--- config.mk ---
export PLATFORM = sky130hd
export DESIGN_NAME = dma_engineer_arbiter
export DESIGN_NICKNAME = d
export VERILOG_FILES = /design/src/rtl/dma_engineer_arbiter_pkg.sv /design/src/rtl/dma_engineer_arbiter_rr_pick.sv /design/src/rtl/dma_engineer_arbiter.sv
export SDC_FILE = /design/constraint.sdc
export NUM_CORES = 1
export LEC_CHECK = 0
export ABC_CLOCK_PERIOD_IN_PS = 23700
export BUFFER_PORTS_ARGS = -buffer_cell sky130_fd_sc_hd__buf_2
export CAP_MARGIN = 5
export CORE_AREA = 2 2 510 512
export DETAILED_ROUTE_END_ITERATION = 8
export DIE_AREA = 0 0 512 514
export PLACE_DENSITY = 0.3
export SLEW_MARGIN = 25
export SYNTH_ARGS = -nofsm -noshare
export SYNTH_HDL_FRONTEND = slang
export SYNTH_SLANG_ARGS = --single-unit
--- constraint.sdc ---
create_clock -name clk -period 23.7 [get_ports clk]
set_input_delay 1.185 -clock clk [delete_from_list [all_inputs] [get_ports clk]]
set_output_delay 1.185 -clock clk [all_outputs]
set_load 0.03 [all_outputs]
--- src/rtl/dma_engineer_arbiter_pkg.sv ---
// Shared definitions for the DMA engine arbiter.
// Contents:
//   state_t     - arbiter FSM states (IDLE, REQ, XFER)
//   DEF_ADDR_W  - default width of the start-address and length fields
//   DEF_DATA_W  - default width of the DMA data path
package dma_engineer_arbiter_pkg;

    localparam int DEF_ADDR_W = 27;
    localparam int DEF_DATA_W = 512;

    typedef enum logic [1:0] {
        ST_IDLE = 2'd0,
        ST_REQ  = 2'd1,
        ST_XFER = 2'd2
    } state_t;

endpackage

--- src/rtl/dma_engineer_arbiter_rr_pick.sv ---
// Combinational round-robin selector.
// Picks the first set bit of req at or after ptr, wrapping modulo NUM_REQ.
// Ports:
//   req   [NUM_REQ-1:0]  request vector
//   ptr   [ID_W-1:0]     search start position (must be < NUM_REQ)
//   valid                at least one request bit is set
//   idx   [ID_W-1:0]     selected index (0 when valid is low)
module rr_pick #(
    parameter int NUM_REQ = 4,
    parameter int ID_W    = 2
) (
    input  logic [NUM_REQ-1:0] req,
    input  logic [ID_W-1:0]    ptr,
    output logic               valid,
    output logic [ID_W-1:0]    idx
);

    int          pos;
    logic [ID_W-1:0] pos_w;

    // Scan from the farthest offset to the nearest so that the nearest
    // set bit (relative to ptr) is the last one written and therefore wins.
    always_comb begin
        valid = 1'b0;
        idx   = '0;
        pos   = 0;
        pos_w = '0;
        for (int i = NUM_REQ - 1; i >= 0; i--) begin
            pos = int'(ptr) + i;
            if (pos >= NUM_REQ) begin
                pos = pos - NUM_REQ;
            end
            pos_w = ID_W'(pos);
            if (req[pos_w]) begin
                valid = 1'b1;
                idx   = pos_w;
            end
        end
    end

endmodule

--- src/rtl/dma_engineer_arbiter.sv ---
// Round-robin arbiter sharing one DMA weight-fetch engine among NUM_REQ
// layer controllers. One requester is granted at a time; its start address
// and length are latched and forwarded to the engine, and the engine's data
// strobes are steered back to that requester only. Data is broadcast.
// Ports:
//   clk, rst                 clock, asynchronous active-high reset
//   req_req                  per-requester request level
//   req_start_addr/length    packed per-requester address/length (i*ADDR_W +: ADDR_W)
//   req_ack                  one-cycle acknowledge to the granted requester
//   req_dout_en/eop          steered data-valid / last-beat strobes
//   req_dout                 registered engine data, broadcast
//   dma_engineer_*           request/ack/address/length/data to and from the engine
//   busy                     FSM in REQ or XFER
//   grant_id                 current or most recent grant index
//   err_stray                sticky: engine beat seen while IDLE
// All outputs are registered.
module dma_engineer_arbiter
    import dma_engineer_arbiter_pkg::*;
#(
    parameter int NUM_REQ = 4,
    parameter int ID_W    = 2,
    parameter int ADDR_W  = DEF_ADDR_W,
    parameter int DATA_W  = DEF_DATA_W
) (
    input  logic                      clk,
    input  logic                      rst,
    input  logic [NUM_REQ-1:0]        req_req,
    input  logic [NUM_REQ*ADDR_W-1:0] req_start_addr,
    input  logic [NUM_REQ*ADDR_W-1:0] req_length,
    output logic [NUM_REQ-1:0]        req_ack,
    output logic [NUM_REQ-1:0]        req_dout_en,
    output logic [NUM_REQ-1:0]        req_dout_eop,
    output logic [DATA_W-1:0]         req_dout,
    output logic                      dma_engineer_req,
    input  logic                      dma_engineer_ack,
    output logic [ADDR_W-1:0]         dma_engineer_start_addr,
    output logic [ADDR_W-1:0]         dma_engineer_length,
    input  logic                      dma_engineer_dout_en,
    input  logic                      dma_engineer_dout_eop,
    input  logic [DATA_W-1:0]         dma_engineer_dout,
    output logic                      busy,
    output logic [ID_W-1:0]           grant_id,
    output logic                      err_stray
);

    state_t          state_reg;
    state_t          state_next;
    logic [ID_W-1:0] rr_ptr_reg;
    logic [ID_W-1:0] rr_ptr_next;
    logic            pick_valid;
    logic [ID_W-1:0] pick_idx;
    logic            beat_last;

    logic [ADDR_W-1:0] addr_arr [NUM_REQ];
    logic [ADDR_W-1:0] len_arr  [NUM_REQ];

    // Unpack the per-requester address/length fields.
    generate
        for (genvar gi = 0; gi < NUM_REQ; gi++) begin : g_unpack
            assign addr_arr[gi] = req_start_addr[gi*ADDR_W +: ADDR_W];
            assign len_arr[gi]  = req_length[gi*ADDR_W +: ADDR_W];
        end
    endgenerate

    rr_pick #(
        .NUM_REQ (NUM_REQ),
        .ID_W    (ID_W)
    ) u_rr_pick (
        .req   (req_req),
        .ptr   (rr_ptr_reg),
        .valid (pick_valid),
        .idx   (pick_idx)
    );

    // eop is only meaningful when qualified by dout_en.
    assign beat_last = dma_engineer_dout_en & dma_engineer_dout_eop;

    // Pointer moves just past the requester whose grant is ending.
    assign rr_ptr_next = (grant_id == ID_W'(NUM_REQ - 1)) ? '0 : grant_id + ID_W'(1);

    always_comb begin
        state_next = state_reg;
        case (state_reg)
            ST_IDLE: begin
                if (pick_valid) begin
                    state_next = ST_REQ;
                end
            end
            ST_REQ: begin
                // A one-beat transfer may finish in the very ack cycle.
                if (dma_engineer_ack) begin
                    state_next = beat_last ? ST_IDLE : ST_XFER;
                end
            end
            ST_XFER: begin
                if (beat_last) begin
                    state_next = ST_IDLE;
                end
            end
            default: begin
                state_next = ST_IDLE;
            end
        endcase
    end

    always_ff @(posedge clk or posedge rst) begin
        if (rst) begin
            state_reg               <= ST_IDLE;
            rr_ptr_reg              <= '0;
            grant_id                <= '0;
            dma_engineer_req        <= 1'b0;
            dma_engineer_start_addr <= '0;
            dma_engineer_length     <= '0;
            req_ack                 <= '0;
            req_dout_en             <= '0;
            req_dout_eop            <= '0;
            req_dout                <= '0;
            busy                    <= 1'b0;
            err_stray               <= 1'b0;
        end else begin
            state_reg        <= state_next;
            // Request and busy track the next state so they line up with it.
            dma_engineer_req <= (state_next == ST_REQ);
            busy             <= (state_next != ST_IDLE);
            req_dout         <= dma_engineer_dout;

            req_ack      <= '0;
            req_dout_en  <= '0;
            req_dout_eop <= '0;

            if (state_reg == ST_IDLE) begin
                if (pick_valid) begin
                    grant_id                <= pick_idx;
                    dma_engineer_start_addr <= addr_arr[pick_idx];
                    dma_engineer_length     <= len_arr[pick_idx];
                end
                // Beats with no grant are dropped and flagged.
                if (dma_engineer_dout_en) begin
                    err_stray <= 1'b1;
                end
            end else begin
                // Grant is committed: steer beats regardless of req_req.
                req_dout_en[grant_id]  <= dma_engineer_dout_en;
                req_dout_eop[grant_id] <= beat_last;
            end

            if ((state_reg == ST_REQ) && dma_engineer_ack) begin
                req_ack[grant_id] <= 1'b1;
            end

            if ((state_reg != ST_IDLE) && (state_next == ST_IDLE)) begin
                rr_ptr_reg <= rr_ptr_next;
            end
        end
    end

endmodule

After elaboration in Yosys (flattened, before gate mapping) --
Cells that the tools add are included.
Storage, ports and cells: input bits 737, output and inout bits 583, flip-flop bits (word level) 587, logic and storage cells 85
Cells by class: bitwise gates (word level) 4, reduce and logical (&&, ||, !) cells 9, add/sub/neg operators 8, equal/unequal tests 4, $lt $le $gt $ge 11, multiplexer cells 37
Operators by type and width (count):
- binary-select mux 27 bit (select 2 bit) | 2
- two-way mux 27 bit | 4
- two-way mux 2 bit | 13
- less-than comparator 2 x 3 -> 1 bit, second input constant | 5
- greater-or-equal comparator 3 bit, second input constant | 4
- two-way mux 4 bit | 3
- two-way mux 1 bit | 9
- AND 4 bit | 2
- binary-select mux 1 bit (select 2 bit) | 4
- subtractor 2 x 1 -> 2 bit, second input constant | 4
- adder 2 x 2 -> 3 bit, second input constant | 2
- one-hot mux 2 bit (3 select lines) | 1
- == test 2 x 1 -> 1 bit, second input constant | 2
- == test 2 bit, second input constant | 2
- zero test 2 bit | 2
- AND reduction 2 bit | 2
- nonzero test 2 bit | 2
- adder 2 x 1 -> 3 bit, second input constant | 1
- greater-or-equal comparator 2 x 3 -> 1 bit, second input constant | 1
- logical AND 1 bit | 3
- NOT 2 -> 3 bit | 1
- adder 2 x 1 -> 2 bit, second input constant | 1
- demux 1 bit (select 2 bit) | 1
- greater-or-equal comparator 2 x 1 -> 1 bit, second input constant | 1
- AND 1 bit | 1

Longest topological paths before layout --
Gate-level depths: netlist of the first run.
depth after elaboration 13, mapped depth 8, mapped depth without buffers 5

Hierarchy --
Synthesis of the first run repeated with hierarchy kept, for this count alone.
Unflattened totals: cells, all modules 767, area total of the unflattened synthesis 17045.1 µm²
By module, submodules not included:
- dma_engineer_arbiter | area an instance 16967.5 µm², cells each 754, times used 1
- rr_pick | area an instance 77.6 µm², cells each 13, times used 1

Least setup slack after synthesis of the first run --
Ideal clock, no wire load.
path type input-to-reg, from input port req_req[3], to register dma_engineer_length[10], library setup time 0.142 ns, cell stages on the path 6, slack 21.275 ns, arrival 2.283 ns, cells stage by stage nor2_1 -> nand2_1 -> and2_1 -> o21ai_1 -> clkbuf_1 -> o221ai_1
Between the ends: longest elaborated chain between the ends 10
Ends and longest elaborated chain:
- start: declaration | line dma_engineer_arbiter.sv:27 | input logic [NUM_REQ-1:0] req_req,
- binary-select mux 1 bit (select 2 bit) | line dma_engineer_arbiter_rr_pick.sv:34 | if (req[pos_w]) begin
- two-way mux 1 bit (implied by the code) | line dma_engineer_arbiter_rr_pick.sv:34
- two-way mux 2 bit (4 in a row) | line dma_engineer_arbiter_rr_pick.sv:34
- NOT 2 -> 3 bit (implied by the code) | line dma_engineer_arbiter.sv:135 | dma_engineer_length <= len_arr[pick_idx];
- binary-select mux 27 bit (select 2 bit) | line dma_engineer_arbiter.sv:135
- two-way mux 27 bit (implied by the code) (2 in a row) | line dma_engineer_arbiter.sv:135
- end signal: assignment | line dma_engineer_arbiter.sv:135
- end: declaration | line dma_engineer_arbiter.sv:37 | output logic [ADDR_W-1:0] dma_engineer_length,
Several ways; a longest one is shown, not always the timed one. The select of a mux whose other input is x is not followed. A chain may end at the register's enable or synchronous reset.

==> results of run 1 <==
## routing by layer
layer,routed length (µm),up-vias
met5,768,-
met4,6140,120
met3,25200,480
met2,70500,1205
met1,58300,6985
li1,-,5863
## where the power goes
group / internal (µW) / leakage, µW / switching [µW]
registers: 1100 / 0.00690 / 67.1
logic: 213 / 0.00627 / 538
clock network: 812 / 0.00141 / 535
total: 2130 / 0.0146 / 1140
## worst max path at each step
stage	startpoint	to	slack, ps	cells after the start
final	rst	dma_engineer_start_addr[26]$_DFFE_PP0P_	19440	7
after global placement	rst	dma_engineer_start_addr[26]$_DFFE_PP0P_	18430	7
after floorplan	rst	busy$_DFF_PP0_	6090	1
after global routing	rst	dma_engineer_start_addr[26]$_DFFE_PP0P_	18770	7
after CTS	rst	dma_engineer_start_addr[4]$_DFFE_PP0P_	19150	7
after detailed placement	rst	dma_engineer_start_addr[4]$_DFFE_PP0P_	18360	7
## metrics by stage
| stage | util | cells | hold WS (ps) |
|---|---|---|---|
| 6_report | 0.119 | 5783 | 483 |
| 5_1_grt | 0.119 | 5762 | 500 |
| 4_1_cts | 0.119 | 5744 | 452 |
| 3_5_place_dp | 0.108 | 5592 | 476 |
| 3_3_place_gp | 0.108 | 5592 | 467 |
| 2_1_floorplan | - | 884 | 535 |
## worst register-to-register path, stage by stage (launching register included)
cell      delay, ps
dfrtp_1         440
mux2i_1         180
a211oi_4        270
buf_4           730
buf_4          1010
mux2i_1         360
o221ai_1        140
## Yosys cell counts (3+ instances only)
cell / instances / area share
and3_1: 4 / 0.0015
clkbuf_1: 10 / 0.0022
dfrtp_1: 587 / 0.87
buf_2: 6 / 0.0018
inv_1: 3 / 0.00066
buf_4: 10 / 0.0044
o221ai_1: 54 / 0.028
ha_1: 4 / 0.0030
mux2i_1: 109 / 0.064
nor2_1: 5 / 0.0011
nand2_1: 59 / 0.013
o21ai_0: 3 / 0.00089
and2_1: 9 / 0.0033
## cells by family (layout without fill, tap and decap cells)
family,count (synthesis),count (layout)
mux,110,110
other cells,0,38
simple gates,85,85
flops,587,587
fa+ha+maj,4,4
buf+inv,31,1490
compound gates,67,67
## cell type report
class,count,share of cell area
well taps,3402,0.138
inverters,3,0.000609
multi-input cells,266,0.0685
repair buffers,1335,0.219
diodes,38,0.00309
clock buffers,117,0.0768
flip-flops and latches,587,0.477
clock inverters,35,0.0175
## cell usage in the layout, fill, tap and decap left out, drive strengths merged
cell	count
clkbuf	117
mux2i	109
dfrtp	587
diode	38
nor2b	2
a21o	1
a211oi	2
o21a	2
a21oi	2
o21ai	4
buf	1335
ha	4
nor3b	1
mux2	1
a2bb2oi	1
o41ai	1
inv	11
and2	9
or3	1
clkinv	13
o221ai	54
and3	4
clkinvlp	4
nand2b	2
nor2	6
bufinv	10
or2	1
nand2	59
==> flow_metrics.env, run 1 <==
export IMPL_status="finished clean"
export IMPL_die_h_um=514
export IMPL_synthFlopType="dfrtp_1"
export IMPL_min_delay_path_depth=2
export IMPL_hpwl_um=141000
export IMPL_syn_inst=884
export IMPL_fin_setup_tns_ps=0
export IMPL_cts_tree="built"
export IMPL_grtUsageMet2=0.185
export IMPL_period_needed_ps=4260
export IMPL_cts_resized=0
export IMPL_num_nets_final=3018
export IMPL_start_util=0.0657
export IMPL_worstHoldEndpoint="dma_engineer_length[24]$_DFFE_PP0P_"
export IMPL_grt_overflow=0
export IMPL_synth_edff_count=0
export IMPL_core_area_mm2=0.258
export IMPL_critical_path_arrival_ps=4970
export IMPL_chipWidth_um=512
export IMPL_cp_end_kind="async pin"
export IMPL_num_vias=14700
export IMPL_routedWlPerCell_um=27.8
export IMPL_power_density_mw_per_mm2=106
export IMPL_slowest_stage="buf_4"
export IMPL_max_vdd_ir_drop_uv=50.2
export IMPL_synthSimpleGateAreaFrac=0.0220
export IMPL_cts_sinks=587
export IMPL_hold_viol_final=0
export IMPL_nFillCells=29500
export IMPL_cts_hold_buf=0
export IMPL_reg_top3="req_dout x512, dma_engineer_length x27, dma_engineer_start_addr x27"
export IMPL_worstMarginPinSlew_ps=1040
export IMPL_setup_viol=0
export IMPL_pre_cts_ws_ps=18360
export IMPL_clk_latency_ps=690
export IMPL_h_tree_depth=3
export IMPL_fmax_mhz=235
export IMPL_yosysSeqAreaShare=0.866
export IMPL_gp_routability_congestion=0.877
export IMPL_finalMaxSlewViolations=0
export IMPL_io_buffers=1319
export IMPL_finalWirelength_um=161000
export IMPL_grtUsageTotal=0.119
export IMPL_ctsLongestPathBuffers=3
export IMPL_max_slew_margin_rel=0.306
export IMPL_drive_above_1_share=0.630
export IMPL_cp_cell_sequence="buf_2 -> inv_8 -> buf_4 -> buf_4 -> buf_4 -> buf_4 -> buf_4"
export IMPL_fin_crit_sh=0.180
export IMPL_syn_area_mm2=0.0170
export IMPL_met3_usage=0.0852
export IMPL_reg2reg_slack_ps=20410
export IMPL_post_cts_buffers=0
export IMPL_ios=1320
export IMPL_synth_nets=1625
export IMPL_worstReg2RegEnd="dma_engineer_start_addr[10]$_DFFE_PP0P_"
export IMPL_hold_path_startpoint="dma_engineer_length[24]$_DFFE_PP0P_"
export IMPL_area_delta_synth_final_pct=81.8
export IMPL_clk_pin_slew_worst_paths_ps=60
export IMPL_postRouteAntennaNets=0
export IMPL_maxCapViolations=0
export IMPL_std_cell_rows=187
export IMPL_critPathKind="in -> async"
export IMPL_leakage_uw=0.0146
export IMPL_place_area_mm2=0.0278
export IMPL_use_met1=0.126
export IMPL_syn_avg_cell_area_um2=19.2
export IMPL_synth_compound_area_frac=0.0329
export IMPL_yosys_area_share_adder=0.00295
export IMPL_critPathLaunchType="input port"
export IMPL_viasPerCell=2.53
export IMPL_largest_register="req_dout"
export IMPL_synthArstFlopShare=1.00
export IMPL_fin_area_mm2=0.0308
export IMPL_first_global_vias=15900
export IMPL_drc_errors=0
export IMPL_dieArea_mm2=0.263
export IMPL_grt_pass1_wl_um=197000
export IMPL_busiest_layer="met2"
export IMPL_yosys_warnings=0
export IMPL_r2r_start="rr_ptr_reg[1]$_DFFE_PP0P_"
export IMPL_detailedRoute_firstIterationViolations=658
export IMPL_synthMuxAreaShare=0.0650
export IMPL_largest_reg_flops=512
export IMPL_final_setup_skew_ps=13.2
export IMPL_crit_top_cell="buf_4"
export IMPL_crit_family="buffers and inverters"
export IMPL_ys_types=28
export IMPL_r2r_cells=6
export IMPL_multiInputGateArea_mm2=0.00211
export IMPL_dr_pass1_iters=5
export IMPL_numCtsBuffers=84
export IMPL_path_buf_inv=7
export IMPL_ys_ff_latch=587
export IMPL_synth_xor_area_frac=0
export IMPL_antenna_found_initial=202
export IMPL_slowest_delay_ps=720
export IMPL_grt_max_degree=100
export IMPL_required_ps=24410
export IMPL_cts_root_buf="clkbuf_16"
export IMPL_worstHoldPathType="reg -> reg"
export IMPL_layout_setup_ws_ps=19440
export IMPL_finalPower_uw=3270
export IMPL_synth_top_family_by_area="multiplexers"
export IMPL_rsz0062_at_grt="false"
export IMPL_seqCellArea_mm2=0.0147
export IMPL_crit_fanout=99
Note: power is estimated with default switching activity, not from simulation.
==> inputs of run 2 (changes only) <==
--- a/config.mk
+++ b/config.mk
@@ -5,12 +5,13 @@
 export SDC_FILE = /design/constraint.sdc
 export NUM_CORES = 1
 export LEC_CHECK = 0
-export ABC_CLOCK_PERIOD_IN_PS = 23700
+export ABC_AREA = 1
+export ABC_CLOCK_PERIOD_IN_PS = 3920
 export BUFFER_PORTS_ARGS = -buffer_cell sky130_fd_sc_hd__buf_2
 export CAP_MARGIN = 5
-export CORE_AREA = 2 2 510 512
+export CORE_AREA = 2 2 517 519
 export DETAILED_ROUTE_END_ITERATION = 8
-export DIE_AREA = 0 0 512 514
+export DIE_AREA = 0 0 519 521
 export PLACE_DENSITY = 0.3
 export SLEW_MARGIN = 25
 export SYNTH_ARGS = -nofsm -noshare
==> constraint.sdc (replaced) <==
create_clock -name clk -period 3.92 [get_ports clk]
set_input_delay 0.196 -clock clk [delete_from_list [all_inputs] [get_ports clk]]
set_output_delay 0.196 -clock clk [all_outputs]
set_load 0.03 [all_outputs]
==> run 2 against run 1 <==
Design area up 35%. Cell count up 27%. Synthesized cell count up 53%. Power rose to 7.7 times the previous value. Die area up 2.7%. Sequential cell count unchanged. First-iteration DRC count down 6.7%. Clock skew up 13 ps. Sequential share of layout area down 12 points. Register-to-register slack worse by 20000 ps. Core utilization up 3.8 points. Clock power rose to 6.0 times the previous value.
==> flow_metrics.env, run 2 <==
export IMPL_mostFrequentLayoutCell="buf_2"
export IMPL_synthTopCellsByArea="dfrtp_1, nand2_1, nand3_1, inv_1, o211ai_1"
export IMPL_critPathKind="reg -> reg"
export IMPL_worstHoldPathType="in -> reg"
export IMPL_yosys_warnings=0
export IMPL_largest_reg_flops=512
export IMPL_period_needed_ps=3570
export IMPL_syn_area_mm2=0.0181
export IMPL_core_area_mm2=0.264
export IMPL_ys_types=28
export IMPL_max_vdd_ir_drop_uv=641
export IMPL_finalMaxSlewViolations=0
export IMPL_dr_pass1_iters=5
export IMPL_synth_top_cell_by_area="dfrtp_1"
export IMPL_hold_viol_final=0
export IMPL_drive_above_1_share=0.402
export IMPL_setup_viol=0
export IMPL_internal_power_uw=15700
export IMPL_first_global_vias=22100
export IMPL_critPathLaunchType="register"
export IMPL_chipWidth_um=519
export IMPL_detailedRoute_firstIterationViolations=614
export IMPL_finalWirelength_um=153000
export IMPL_syn_avg_cell_area_um2=13.4
export IMPL_largest_register="req_dout"
export IMPL_viasPerCell=2.69
export IMPL_h_tree_depth=3
export IMPL_fin_setup_tns_ps=0
export IMPL_cts_sinks=587
export IMPL_slowest_stage="dlygate4sd3_1"
export IMPL_comb_power_share=0.401
export IMPL_synth_nets=2090
export IMPL_num_nets_final=4439
export IMPL_die_h_um=521
export IMPL_cp_end_kind="register"
export IMPL_dieArea_mm2=0.270
export IMPL_crit_top_cell="nand2_1"
export IMPL_finalPower_uw=25300
export IMPL_mostFrequentLayoutCells="buf_2, dlygate4sd3_1, dfrtp_1"
export IMPL_syn_inst=1349
export IMPL_rsz0062_at_grt="false"
export IMPL_hpwl_um=128000
export IMPL_reg_top3="req_dout x512, dma_engineer_length x27, dma_engineer_start_addr x27"
export IMPL_fin_crit_sh=0.912
export IMPL_p_sw_frac=0.380
export IMPL_yosys_top_cells_count="dfrtp_1, nand2_1, inv_1"
export IMPL_worstReg2RegEnd="dma_engineer_start_addr[17]$_DFFE_PP0P_"
export IMPL_max_slew_margin_rel=0.450
export IMPL_final_setup_skew_ps=26.5
export IMPL_clk_latency_ps=770
export IMPL_clk_pin_slew_worst_paths_ps=60
export IMPL_cp_cell_sequence="inv_2 -> nand2_1 -> nand2_1 -> nand2_1 -> nand2_1 -> inv_2 -> nand2_1 -> nand2_1 -> nand2_2 -> buf_4 -> nand3_1 -> nand3_1 -> dlygate4sd3_1 -> nand2_1 -> dlygate4sd3_1 -> nand2_1 -> nand2_1"
export IMPL_crit_start="rr_ptr_reg[0]$_DFFE_PP0P_"
export IMPL_postRouteAntennaNets=0
export IMPL_worstMarginPinSlew_ps=820
export IMPL_grt_pass1_wl_um=200000
export IMPL_maxCapViolations=0
export IMPL_std_cell_rows=189
export IMPL_drc_errors=0
export IMPL_start_util=0.0685
export IMPL_synth_most_common_cell="dfrtp_1"
export IMPL_power_frac_clock=0.319
export IMPL_critical_path_arrival_ps=4220
export IMPL_p_sw_uw=9590
export IMPL_cts_root_buf="clkbuf_16"
export IMPL_worstSetupEndpoint="dma_engineer_start_addr[17]$_DFFE_PP0P_"
export IMPL_status="finished clean"
export IMPL_r2r_cells=17
export IMPL_num_vias=19700
export IMPL_cts_tree="built"
export IMPL_area_delta_synth_final_pct=130
export IMPL_leakage_uw=0.0198
export IMPL_ios=1320
export IMPL_fmax_mhz=280
export IMPL_ys_ff_latch=587
export IMPL_slowest_delay_ps=570
export IMPL_yosysTopAreaCellShare=0.811
export IMPL_r2r_start="rr_ptr_reg[0]$_DFFE_PP0P_"
export IMPL_grt_max_degree=106
export IMPL_gp_routability_congestion=0.839
export IMPL_ctsLongestPathBuffers=4
export IMPL_synth_edff_count=0
export IMPL_routedWlPerCell_um=20.9
export IMPL_synthFlopType="dfrtp_1"
export IMPL_crit_fanout=52
export IMPL_required_ps=4570
export IMPL_grt_overflow=0
export IMPL_numCtsBuffers=88
export IMPL_antenna_found_initial=66
export IMPL_reg2reg_slack_ps=350
export IMPL_grtUsageTotal=0.110
export IMPL_io_buffers=1319
export IMPL_synthArstFlopShare=1.00
export IMPL_power_density_mw_per_mm2=605
export IMPL_yosysSeqAreaShare=0.811
export IMPL_seqPwrFrac=0.280
==> run 2: cell count changes in the layout (fill, tap and decap cells not counted), sizes merged, moves of 28 or more <==
cell | previous run | this run
o211ai | 0 | 28
dlygate4sd3 | 0 | 955
nand3 | 0 | 167
mux2i | 109 | 0
inv | 11 | 185
nand2 | 59 | 278
o221ai | 54 | 0
==> run 2: cells by family (layout without fill, tap and decap cells) <==
logic type / Yosys count / count (layout) / share of synthesized area
AO/OA/AOI/OAI: 38 / 38 / 0.0154
other: 0 / 26 / 0
adder cells (fa/ha/maj): 4 / 4 / 0.00276
AND/OR/NAND/NOR: 494 / 494 / 0.120
flip-flops: 587 / 587 / 0.811
buffers and inverters: 226 / 2634 / 0.0510
==> run 2: layer usage <==
| metal | GRT usage | vias up | wire length (µm) |
|---|---|---|---|
| met5 | 0 | - | 99 |
| met4 | 0.0458 | 16 | 6920 |
| met3 | 0.0478 | 253 | 15400 |
| met2 | 0.188 | 1065 | 73800 |
| met1 | 0.117 | 9414 | 56900 |
| li1 | - | 8902 | - |
==> run 2: final cells by class <==
class	count	area [µm²]
Timing Repair Buffer	2304	16500
Tap cell	3533	4420
Inverter	181	686
Multi-Input combinational cell	536	2520
Antenna cell	26	65.1
Fill cell	30000	223000
Clock buffer	118	2450
Sequential cell	587	14700
Clock inverter	31	404
==> run 2: repair_timing <==
action,CTS,global route
buffers inserted,0,0
gates resized for setup,0,1
hold buffers,955,0
endpoints found under the hold margin,733,0
setup endpoints to repair,0,29
==> run 2: per-stage QoR <==
step	hold slack, ps	cell area, µm²	utilization	worst slack (ps)	instances
after floorplan	227	18100	-	-4280	1349
after global placement	303	29200	0.111	954	6186
after detailed placement	305	29200	0.111	939	6186
after CTS	0.00822	41700	0.158	230	7290
after global routing	22.7	41700	0.158	72.5	7304
final	87.0	41700	0.158	346	7316
==> run 2: how the worst min path moves through the flow <==
stage / start / to / slack (ps) / cells past startpoint
global route: dma_engineer_dout[72] / req_dout[72]$_DFF_PP0_ / 20 / 2
global placement: rst / req_dout[441]$_DFF_PP0_ / 300 / 2
finish: dma_engineer_dout[72] / req_dout[72]$_DFF_PP0_ / 90 / 2
detailed placement: rst / req_dout[441]$_DFF_PP0_ / 310 / 2
floorplan: dma_engineer_dout[0] / req_dout[0]$_DFF_PP0_ / 230 / 0
CTS: dma_engineer_dout[462] / req_dout[462]$_DFF_PP0_ / 0.008 / 2
==> run 2: critical path: cells and delay by family, from the launching register on <==
family / cells / cell delay, ps
buffers and inverters: 5 / 1870
DFF: 1 / 440
and+or+nand+nor: 12 / 1150
==> run 2: power by group through the flow <==
stage                     combinational (µW)  sequential [µW]  clock (µW)
after global placement                  7890             7170           0
final                                  10100             7060        8060
after floorplan                         3510             8270           0
after CTS                              10400             7070        8490
after detailed placement                7890             7160           0
after global routing                   11100             7130        8690
